**src/rtl/rst_seq.sv**
```systemverilog
// Lock supervisor and reset sequencer for the board clocking tree.
// Optional build macro RST_SEQ_LOSS_RECOVERY_EN: lock loss re-sequences instead of faulting.
module rst_seq #(
    parameter int unsigned NUM_LOCK     = 3,
    parameter int unsigned NUM_RST      = 4,
    parameter int unsigned PLL_RST_CYC  = 8,
    parameter int unsigned LOCK_FILTER  = 16,
    parameter int unsigned STAGE_DLY    = 16,
    parameter int unsigned LOCK_TIMEOUT = 1000,
    parameter int unsigned MAX_RETRY    = 3
) (
    input  logic                clk_i,
    input  logic                rst_n_i,
    input  logic [NUM_LOCK-1:0] locked_i,
    output logic                pll_rst_o,
    output logic [NUM_RST-1:0]  rst_o,
    output logic                all_ready_o,
    output logic                fail_o,
    output logic [3:0]          retry_cnt_o
);

    localparam int unsigned CNT_MAX = (PLL_RST_CYC > LOCK_TIMEOUT)
        ? ((PLL_RST_CYC > STAGE_DLY) ? PLL_RST_CYC : STAGE_DLY)
        : ((LOCK_TIMEOUT > STAGE_DLY) ? LOCK_TIMEOUT : STAGE_DLY);
    localparam int unsigned CNT_W = $clog2(CNT_MAX + 1);
    localparam int unsigned FLT_W = $clog2(LOCK_FILTER + 1);
    localparam int unsigned STG_W = $clog2(NUM_RST + 1);

    typedef enum logic [2:0] {
        S_RESET_PLL,
        S_WAIT_LOCK,
        S_RELEASE,
        S_RUN,
        S_FAIL
    } state_t;

    state_t              r_state, w_state_nxt;
    logic [CNT_W-1:0]    r_cnt, w_cnt_nxt;
    logic [FLT_W-1:0]    r_filt, w_filt_nxt;
    logic [STG_W-1:0]    r_stage, w_stage_nxt;
    logic [3:0]          r_retry, w_retry_nxt;
    logic [NUM_RST-1:0]  r_rst, w_rst_nxt;
    logic                r_pll_rst, r_ready, r_fail;
    logic [NUM_LOCK-1:0] r_lock_meta, r_lock_s;
    logic                w_all_lock;

    function automatic logic [CNT_W-1:0] cnt_inc(input logic [CNT_W-1:0] v);
        return (v == {CNT_W{1'b1}}) ? v : v + CNT_W'(1);
    endfunction

    function automatic logic [FLT_W-1:0] flt_inc(input logic [FLT_W-1:0] v);
        return (v == {FLT_W{1'b1}}) ? v : v + FLT_W'(1);
    endfunction

    // Two-flop synchroniser for the asynchronous LOCKED inputs
    always_ff @(posedge clk_i or negedge rst_n_i) begin
        if (!rst_n_i) begin
            r_lock_meta <= '0;
            r_lock_s    <= '0;
        end else begin
            r_lock_meta <= locked_i;
            r_lock_s    <= r_lock_meta;
        end
    end

    assign w_all_lock = &r_lock_s;

    always_ff @(posedge clk_i or negedge rst_n_i) begin
        if (!rst_n_i) begin
            r_state   <= S_RESET_PLL;
            r_cnt     <= '0;
            r_filt    <= '0;
            r_stage   <= '0;
            r_retry   <= '0;
            r_rst     <= '1;
            r_pll_rst <= 1'b1;
            r_ready   <= 1'b0;
            r_fail    <= 1'b0;
        end else begin
            r_state   <= w_state_nxt;
            r_cnt     <= w_cnt_nxt;
            r_filt    <= w_filt_nxt;
            r_stage   <= w_stage_nxt;
            r_retry   <= w_retry_nxt;
            r_rst     <= w_rst_nxt;
            r_pll_rst <= (w_state_nxt == S_RESET_PLL);
            r_ready   <= (w_state_nxt == S_RUN);
            r_fail    <= (w_state_nxt == S_FAIL);
        end
    end

    always_comb begin
        w_state_nxt = r_state;
        w_cnt_nxt   = r_cnt;
        w_filt_nxt  = r_filt;
        w_stage_nxt = r_stage;
        w_retry_nxt = r_retry;
        w_rst_nxt   = r_rst;

        case (r_state)
            S_RESET_PLL: begin
                if (r_cnt == CNT_W'(PLL_RST_CYC - 1)) begin
                    w_state_nxt = S_WAIT_LOCK;
                    w_cnt_nxt   = '0;
                    w_filt_nxt  = '0;
                end else begin
                    w_cnt_nxt = cnt_inc(r_cnt);
                end
            end
            S_WAIT_LOCK: begin
                // A completed filter wins over a coincident timeout
                if (w_all_lock && (r_filt == FLT_W'(LOCK_FILTER - 1))) begin
                    w_state_nxt = S_RELEASE;
                    w_cnt_nxt   = '0;
                    w_stage_nxt = '0;
                end else if (r_cnt == CNT_W'(LOCK_TIMEOUT - 1)) begin
                    w_cnt_nxt = '0;
                    if (r_retry < 4'(MAX_RETRY)) begin
                        w_retry_nxt = r_retry + 4'd1;
                        w_state_nxt = S_RESET_PLL;
                    end else begin
                        w_state_nxt = S_FAIL;
                    end
                end else begin
                    w_cnt_nxt  = cnt_inc(r_cnt);
                    w_filt_nxt = w_all_lock ? flt_inc(r_filt) : '0;
                end
            end
            S_RELEASE, S_RUN: begin
                if (!w_all_lock) begin
`ifdef RST_SEQ_LOSS_RECOVERY_EN
                    w_state_nxt = S_RESET_PLL;
                    w_cnt_nxt   = '0;
`else
                    w_state_nxt = S_FAIL;
`endif
                end else if (r_state == S_RELEASE) begin
                    if (r_cnt == CNT_W'(STAGE_DLY - 1)) begin
                        w_cnt_nxt = '0;
                        for (int unsigned k = 0; k < NUM_RST; k++) begin
                            if (STG_W'(k) == r_stage) begin
                                w_rst_nxt[k] = 1'b0;
                            end
                        end
                        if (r_stage == STG_W'(NUM_RST - 1)) begin
                            w_state_nxt = S_RUN;
                            w_retry_nxt = '0;
                        end else begin
                            w_stage_nxt = r_stage + STG_W'(1);
                        end
                    end else begin
                        w_cnt_nxt = cnt_inc(r_cnt);
                    end
                end
            end
            S_FAIL: begin
            end
            default: begin
                w_state_nxt = S_FAIL;
            end
        endcase

        // Domain resets are held in every state except a progressing release or RUN
        case (w_state_nxt)
            S_RESET_PLL, S_WAIT_LOCK, S_FAIL: w_rst_nxt = '1;
            S_RUN:                            w_rst_nxt = '0;
            default: begin
            end
        endcase
    end

    assign pll_rst_o   = r_pll_rst;
    assign rst_o       = r_rst;
    assign all_ready_o = r_ready;
    assign fail_o      = r_fail;
    assign retry_cnt_o = r_retry;

endmodule

```
**config.mk**
```make
export PLATFORM = sky130hd
export DESIGN_NAME = rst_seq
export DESIGN_NICKNAME = d
export VERILOG_FILES = /design/src/rtl/rst_seq.sv
export SDC_FILE = /design/constraint.sdc
export NUM_CORES = 1
export LEC_CHECK = 0
export ABC_AREA = 1
export BUFFER_PORTS_ARGS = -buffer_cell sky130_fd_sc_hd__clkbuf_2
export CELL_PAD_IN_SITES_DETAIL_PLACEMENT = 0
export CELL_PAD_IN_SITES_GLOBAL_PLACEMENT = 1
export CORE_AREA = 2 2 66 94
export CTS_CLUSTER_SIZE = 30
export DETAILED_ROUTE_END_ITERATION = 10
export DIE_AREA = 0 0 68 96
export HOLD_SLACK_MARGIN = 0.03
export PLACE_DENSITY_LB_ADDON = 0.1
export SYNTH_ARGS = -nofsm -noshare
export SYNTH_HDL_FRONTEND = slang
export SYNTH_SLANG_ARGS = --single-unit
```
**constraint.sdc**
```tcl
create_clock -name clk_i -period 5.3 [get_ports clk_i]
set_input_delay 0 -clock clk_i [delete_from_list [all_inputs] [get_ports clk_i]]
set_output_delay 0 -clock clk_i [all_outputs]
set_load 0.005 [all_outputs]
```
==> reports/results.ini <==
[outcome]
outcome = complete, no violations

[yosys]
synth_flop_cell = dfrtp_1
synth_largest_area_cell = dfrtp_1
yosysUniqueCellTypes = 28
yosysSeqAreaShare = 0.432
synth_edf_count = 0
synth_top_area_frac = 0.372
synthTopCellsByCount = nand2_1, dfrtp_1, nor2_1
synth-seq-cells = 38
avgSynthCellArea_um2 = 7.86
ys.warnings.count = 0
synthesis.nets = 297
synth_cells = 282
yosysMostFrequentCell = nand2_1
ys_top_cells_by_area = dfrtp_1, nand2_1, dfstp_2
async_flop_share = 1.00
syn_area_um2 = 2220

[global_route]
grt_pass1_vias = 1959
grt_antenna_before_repair = 0
grt_pass1_wl_um = 8690
grt_max_degree = 39
grt_usage = 0.179
grt_overflow_total = 0

[final_layout]
area_growth_pct = 14.4
nets = 320
drive_gt1_frac = 0.209
n_fill_cell = 595
diodes = 0

[detailed_routing]
num_vias = 1811
ant_nets = 0
detail_route.iter0.violations = 84
firstDrtPassIters = 4
viasPerCell = 4.82
drt-wirelength-per-cell_um = 13.4
routed_wl_um = 5040
drc = 0

[floorplan]
fp.dieW_um = 68
rows = 33
ios = 16
initial_core_util = 0.389
die-area_um2 = 6530
fp.dieH_um = 96
core_region_area_um2 = 5700

[setup_path]
crit_fanout = 5
cp-end-kind = flop
cp.arrival_ns = 2.18
crit_type = flop to flop
r2r_cells = 11
required_ns = 5.48
worst_setup_path_start_kind = flop

[sta]
timing.setup.tns_ns = 0
max_freq_mhz = 500
layout_worst_path_cycle_share = 0.377
setup_viol = 0
drv_slew = 0
rsz0062_at_grt = false
slew_headroom = 0.368
finalWorstSetupSlack_ns = 3.30
timing.final.crit_period_ns = 2.00
skew_ns = 0.00460
hold_viol = 0
worst_pin_slew_ns = 0.948

[clock_network]
cts.reportedPaths.clkPinSlew_ns = 0.08
h-tree-depth = 2
cts.path.max_buffers = 2
cts_buffers = 5
cts-root-buf = clkbuf_8
clk_latency_ns = 0.29
cts_sinks = 38
cts_tree = yes

[placed_design]
gp_congestion = 0.763
io_buffer_count = 15
pre_cts_ws_ns = 3.27
hpwl_um = 3850

[power_and_ir_drop]
ir_drop_mv = 0.126
power_switching_mw = 0.116
intPower_mw = 0.485
power_frac_comb = 0.019
totalPowerFinal_mw = 0.601
cellLeakagePower_nw = 1.28
seqPwrFrac = 0.489
powerDensity_nw_per_um2 = 237
swShare = 0.193
power.share.clock = 0.491

[min_path]
hold_path_depth = 2
min_path_type = input port to flop

[job]
max_cap_violations = 0

[path summary, 6_finish.rpt]
check / startpoint / endpoint / slack, ns
min reg2reg: r_lock_meta[1] / r_lock_s[1] / 0.36
min in group asynchronous: rst_n_i / r_filt[0] / 0.38
max in group asynchronous: rst_n_i / r_cnt[3] / 4.32
min: locked_i[0] / r_lock_meta[0] / 0.35
max: r_filt[0] / r_stage[2] / 3.30
max reg2reg: r_filt[0] / r_stage[2] / 3.30
[kinds of logic after synthesis]
logic type               after synthesis  synth area share
AO/OA/AOI/OAI                         33            0.0880
XOR/XNOR                               1           0.00395
adder cells (fa/ha/maj)               10            0.0564
buffers and inverters                 35            0.0638
flip-flops                            38             0.432
AND/OR/NAND/NOR                      165             0.356
[metal layers]
metal	vias up	GRT usage	routed length, µm
li1	954	-	-
met4	0	0.0583	77
met3	6	0.0316	84
met5	-	0	0
met2	13	0.354	2840
met1	838	0.180	2040
[stage by stage]
step	util	instances	hold slack [ns]	area (µm²)
global placement	0.414	364	0.113	2360
global route	0.445	376	0.358	2540
CTS	0.445	376	0.353	2540
detailed placement	0.414	364	0.117	2360
floorplan	-	282	-0.296	2220
finish	0.445	376	0.355	2540
[state kept, by name, indices dropped and copies added, names as in the netlist]
name / count
r_cnt: 10
r_filt: 5
retry_cnt_o: 4
rst_o: 4
r_lock_meta: 3
r_lock_s: 3
r_stage: 3
r_state: 3
all_ready_o: 1
fail_o: 1
pll_rst_o: 1
[power groups by stage]
stage / registers [mW] / clock network (mW) / logic (mW)
after detailed placement: 0.300 / 0 / 0.0102
after global placement: 0.299 / 0 / 0.0100
after global routing: 0.294 / 0.318 / 0.0135
final: 0.294 / 0.295 / 0.0117
after CTS: 0.294 / 0.304 / 0.0125
after floorplan: 0.299 / 0 / 0.00215
[worst max-delay path: stages (launching register included)]
cell and delay, ns:
dfrtp_1 0.43, ha_1 0.19, nand2_1 0.07, nor2_1 0.16
ha_1 0.17, inv_1 0.04, nor2_1 0.20, nor2_2 0.09
a21oi_2 0.20, nand4_1 0.18, nand2_1 0.12, nand2_1 0.05
[placed cells by master, fill, tap and decap left out, drive strengths merged]
cell / instances
xor2: 1
dlygate4sd3: 4
nand4: 10
nor3: 3
bufinv: 2
nand2: 89
o21bai: 3
nand3b: 2
clkinv: 1
or2: 3
nor2: 33
nand3: 25
inv: 32
a21oi: 11
dfrtp: 33
o21ai: 19
ha: 10
dfstp: 5
clkbuf: 20
[what timing repair did]
action,in CTS,in global routing
hold buffers,4,0
resized for setup,0,0
setup buffers,0,0
hold endpoints to repair,36,0
[final cells by class]
type	count	area (µm²)	area share
sequential	38	957	0.377
inverter	32	120	0.0474
clock inverter	3	68.8	0.0271
tap	70	87.6	0.0345
multi-input combinational	209	1120	0.441
timing repair buffer	19	115	0.0454
clock buffer	5	68.8	0.0271
Power figures use the tool's default switching activity.
